## config.mk

```make
export PLATFORM = sky130hd
export DESIGN_NAME = bit_serializer
export DESIGN_NICKNAME = d
export VERILOG_FILES = /design/src/rtl/bit_serializer.sv
export SDC_FILE = /design/constraint.sdc
export NUM_CORES = 1
export LEC_CHECK = 0
export BUFFER_PORTS_ARGS = -buffer_cell sky130_fd_sc_hd__clkbuf_2
export CORE_MARGIN = 10
export CORE_UTILIZATION = 39
export CTS_CLUSTER_DIAMETER = 100
export DETAILED_ROUTE_END_ITERATION = 10
export GPL_TIMING_DRIVEN = 0
export SYNTH_ARGS = -nofsm -noshare
export SYNTH_HDL_FRONTEND = slang
export SYNTH_SLANG_ARGS = --single-unit
```

## constraint.sdc

```tcl
create_clock -name clk -period 1.8 [get_ports clk]
set_clock_uncertainty 0.1 [all_clocks]
set_input_delay 0.45 -clock clk [delete_from_list [all_inputs] [get_ports clk]]
set_output_delay 0.45 -clock clk [all_outputs]
set_load 0.05 [all_outputs]
```

## src/rtl/bit_serializer.sv

```systemverilog
// Parallel-to-serial front end for the 1101 detector: valid/ready word load, one bit per shift_strobe.
// Define SERIALIZER_PARITY_EN to append an even-parity bit after the data bits.
module bit_serializer #(
    parameter int NUM_BITS  = 8,
    parameter bit SHIFT_MSB = 1'b1
) (
    input  logic                clk,
    input  logic                n_rst,
    input  logic                load_valid,
    input  logic [NUM_BITS-1:0] load_data,
    output logic                load_ready,
    input  logic                shift_strobe,
    output logic                serial_out,
    output logic                serial_valid,
    output logic                frame_done
);

    localparam int CW = $clog2(NUM_BITS + 2);
    localparam logic [CW-1:0] LAST_IDX = CW'(NUM_BITS - 1);

    typedef enum logic [1:0] {
        ST_IDLE   = 2'd0,
        ST_SHIFT  = 2'd1
`ifdef SERIALIZER_PARITY_EN
        ,
        ST_PARITY = 2'd2
`endif
    } state_t;

    state_t              r_state;
    state_t              w_state_next;
    logic [NUM_BITS-1:0] r_shift;
    logic [NUM_BITS-1:0] w_shift_next;
    logic [CW-1:0]       r_cnt;
    logic [CW-1:0]       w_cnt_next;
    logic                r_load_ready;
    logic                w_load_ready_next;
    logic                r_serial_out;
    logic                w_serial_out_next;
    logic                r_serial_valid;
    logic                w_serial_valid_next;
    logic                r_frame_done;
    logic                w_frame_done_next;
    logic [NUM_BITS-1:0] w_shifted;
    logic                w_head_bit;
`ifdef SERIALIZER_PARITY_EN
    logic                r_parity;
    logic                w_parity_next;
`endif

    // The bit on the wire is always the head of the shift register.
    assign w_shifted  = SHIFT_MSB ? {r_shift[NUM_BITS-2:0], 1'b0} : {1'b0, r_shift[NUM_BITS-1:1]};
    assign w_head_bit = SHIFT_MSB ? w_shift_next[NUM_BITS-1] : w_shift_next[0];

    always_ff @(posedge clk or negedge n_rst) begin
        if (!n_rst) begin
            r_state        <= ST_IDLE;
            r_shift        <= '0;
            r_cnt          <= '0;
            r_load_ready   <= 1'b1;
            r_serial_out   <= 1'b0;
            r_serial_valid <= 1'b0;
            r_frame_done   <= 1'b0;
`ifdef SERIALIZER_PARITY_EN
            r_parity       <= 1'b0;
`endif
        end else begin
            r_state        <= w_state_next;
            r_shift        <= w_shift_next;
            r_cnt          <= w_cnt_next;
            r_load_ready   <= w_load_ready_next;
            r_serial_out   <= w_serial_out_next;
            r_serial_valid <= w_serial_valid_next;
            r_frame_done   <= w_frame_done_next;
`ifdef SERIALIZER_PARITY_EN
            r_parity       <= w_parity_next;
`endif
        end
    end

    always_comb begin
        w_state_next      = r_state;
        w_shift_next      = r_shift;
        w_cnt_next        = r_cnt;
        w_frame_done_next = 1'b0;
`ifdef SERIALIZER_PARITY_EN
        w_parity_next     = r_parity;
`endif
        case (r_state)
            ST_IDLE: begin
                if (load_valid) begin
                    w_shift_next = load_data;
                    w_cnt_next   = '0;
                    w_state_next = ST_SHIFT;
`ifdef SERIALIZER_PARITY_EN
                    w_parity_next = ^load_data;
`endif
                end
            end
            ST_SHIFT: begin
                if (shift_strobe) begin
                    w_shift_next = w_shifted;
                    w_cnt_next   = r_cnt + CW'(1);
                    if (r_cnt == LAST_IDX) begin
`ifdef SERIALIZER_PARITY_EN
                        w_state_next = ST_PARITY;
`else
                        w_state_next      = ST_IDLE;
                        w_frame_done_next = 1'b1;
`endif
                    end
                end
            end
`ifdef SERIALIZER_PARITY_EN
            ST_PARITY: begin
                if (shift_strobe) begin
                    w_cnt_next        = r_cnt + CW'(1);
                    w_state_next      = ST_IDLE;
                    w_frame_done_next = 1'b1;
                end
            end
`endif
            default: begin
                w_state_next = ST_IDLE;
            end
        endcase

        // Outputs are decoded from the next state so they land in registers.
        w_load_ready_next   = (w_state_next == ST_IDLE);
        w_serial_valid_next = (w_state_next != ST_IDLE);
        w_serial_out_next   = 1'b0;
        if (w_state_next == ST_SHIFT) begin
            w_serial_out_next = w_head_bit;
        end
`ifdef SERIALIZER_PARITY_EN
        if (w_state_next == ST_PARITY) begin
            w_serial_out_next = w_parity_next;
        end
`endif
    end

    assign load_ready   = r_load_ready;
    assign serial_out   = r_serial_out;
    assign serial_valid = r_serial_valid;
    assign frame_done   = r_frame_done;

endmodule

```

==> impl_metrics.csv <==
group,metric,value,unit
outcome,outcome,"complete, no violations",
cts,clk_pin_slew,0.10,ns
cts,post-cts-setup-buffers,0,
route,num_vias,605,
die,rows,16,
placement,gp_congestion,0.732,
route,route.detailed.drc,0,
timing,setup_viol,0,
logic_synthesis,synthCells,75,
timing,drv_slew,0,
logic_synthesis,yosysSeqAreaShare,55.7,%
cts,clk_latency,0.28,ns
logic_synthesis,yosysTopAreaCell,"dfrtp_1",
timing,tns,0,ns
timing,fmax,594,MHz
layout,diodes,0,
logic_synthesis,synth_edf_count,0,
setup_path,path_class,"reg -> reg",
setup_path,worstPathRequired,1.88,ns
pwr,p_per_area,958,nW/um2
setup_path,cp_top_family,"simple AND/OR/NAND/NOR gates",
logic_synthesis,synth-seq-cells,18,
route,vias_per_cell,4.96,
cts,cts.sinks,18,
route,firstDrtPassIters,4,
logic_synthesis,synth_most_common_cell,"dfrtp_1",
setup_path,start_kind,"flip-flop",
setup_path,crit_chain,"buf_2 > nor3b_2 > nor2_1 > a22o_1",
setup_path,cp_slowest_stage_delay,0.58,ns
global_routing,overflow,0,
cts,cts-buffers-inserted,3,
global_routing,grt_max_degree,19,
global_routing,antenna_found_initial,0,
layout,final_core_util,49.2,%
route,ant_nets,0,
layout,final_cells,122,
die,dieArea,4300,um2
setup_path,critical_path.startpoint,"r_state[1]",
pwr,peakVddDrop,0.000517,V
setup_path,reg2reg_slack,0.12,ns
route,wl,1.61,mm
setup_path,r2r_start,"r_state[1]",
timing,fin_hold_ws,0.286,ns
min_path,hold_path_class,"in -> reg",
route,drtIter0Drc,16,
timing,fin_crit,1.68,ns
cts,cts_buffer_depth,2,
layout,synthToLayoutAreaGrowth,19.1,%
logic_synthesis,syn-mean-instance-area,10.8,um2
layout,num-nets-final,109,
placement,dp_hpwl,1.18,mm
global_routing,grt.total_usage,8.48,%
die,die_x,65.6,um
cts,cts_tree,"yes",
run,drv_cap,0,
die,fp.coreArea,1960,um2
setup_path,cp_slowest_cell,"nor3b_2",
cts,ctsResizeCount,0,
setup_path,endpoint_kind,"flip-flop",
layout,finalInstanceArea,966,um2
setup_path,worst-endpoint-arrival,1.77,ns
logic_synthesis,synthTopCellsByCount,"dfrtp_1, nand3_1, nand2_1",
cts,hold_buffers,1,
timing,relSlewSlack,54.2,%
logic_synthesis,yosys_warnings,0,
timing,rsz0062_at_grt,"no",
die,die_y,65.6,um
setup_path,reg2reg_to,"r_shift[0]",
cts,htreeDepth,1,
timing,finalCritPeriodShare,93.5,%
setup_path,ff2ff_path_depth,4,
die,floorplan.initialDensity,41.3,%
timing,hold_violations,0,
setup_path,endpoint,"r_shift[0]",
cts,root_buffer,"clkbuf_4",
logic_synthesis,synth_ff_type,"dfrtp_1",
layout,drive_gt1_share,29.5,%
logic_synthesis,netlist_area,811,um2
die,io_pins,16,
placement,placed_area,920,um2
setup_path,cp_max_fo,10,
placement,dp_cells,117,
setup_path,cp.buffers_inverters,1,
logic_synthesis,yosysUniqueCellTypes,27,
logic_synthesis,async_flop_share,100,%
placement,io_buffers,15,
global_routing,first_global_vias,665,
logic_synthesis,synthesis.nets,88,
logic_synthesis,synth_top_area_share,52.5,%
setup_path,cp.depth,4,
global_routing,grt_pass1_wl,2.96,mm
route,post_drt_wl_per_cell,13.2,um
pwr,leakagePower,0.489,nW
timing,worst_slew_pin_slew,0.684,ns
logic_synthesis,ys_top_cells_by_area,"dfrtp_1, nand3_1, a22oi_1, buf_6, dfstp_2",
==> metrics by stage <==
step	total power, mW	worst slack, ns
3_3_place_gp	0.688	0.100
2_1_floorplan	0.637	0.240
3_5_place_dp	0.694	0.0621
5_1_grt	0.990	0.00493
6_report	0.926	0.117
4_1_cts	0.944	0.123
==> sequential cells by signal, summed over array words and instances (netlist names) <==
signal and count:
frame_done 1, load_ready 1, r_cnt 4, r_shift 8
r_state 2, serial_out 1, serial_valid 1
==> worst min-delay path by stage <==
stage	start	end	slack [ns]	cells past startpoint
2_1_floorplan	n_rst	frame_done	0.05	0
3_3_place_gp	n_rst	r_cnt[2]	0.32	1
3_5_place_dp	n_rst	r_cnt[2]	0.32	1
4_1_cts	load_data[0]	r_shift[0]	0.27	2
5_1_grt	load_data[0]	r_shift[0]	0.28	2
6_report	load_data[2]	r_shift[2]	0.29	3
==> where the power goes <==
part / switching [mW] / total [mW] / leakage [nW] / internal [mW]
Sequential: 0.0355 / 0.505 / 0.230 / 0.469
Combinational: 0.103 / 0.180 / 0.238 / 0.0767
Clock: 0.118 / 0.241 / 0.0210 / 0.123
==> cells in the final DEF, fill, tap and decap left out, drive strengths merged, types with 3 or more instances in the layout <==
cell,instances
a22oi,6
inv,4
nor2,3
dfrtp,17
nand3,9
o21ai,4
nand2,7
buf,4
clkbuf,20
==> final cells by class <==
cell class / instances / area, um2
Fill cell: 213 / 996
Sequential cell: 18 / 452
Timing Repair Buffer: 16 / 85.1
Tap cell: 27 / 33.8
Buffer: 5 / 42.5
Multi-Input combinational cell: 48 / 302
Clock buffer: 4 / 36.3
Inverter: 4 / 15.0
==> worst min-delay path: stages <==
cell      delay (ns)
clkbuf_2        0.07
a22oi_1         0.07
nand2_1         0.05
==> logic make-up after synthesis <==
logic type                 count (synthesis)  share of synthesized area [%]
buffers and inverters                      9                           7.10
and+or+nand+nor                           29                           20.8
adders and majority gates                  1                           1.54
DFF                                       18                           55.7
muxes                                      1                           1.23
AOI/OAI and AO/OA                         16                           13.1
other                                      1                          0.463
==> routing by layer <==
metal  vias up  track usage [%]  wire (um)
met2        16             12.6        684
li1        302                -          -
met1       285             10.1        750
met4         0             4.01          9
met3         2             4.07        166
met5         -                0          0
Power figures use the tool's default switching activity.
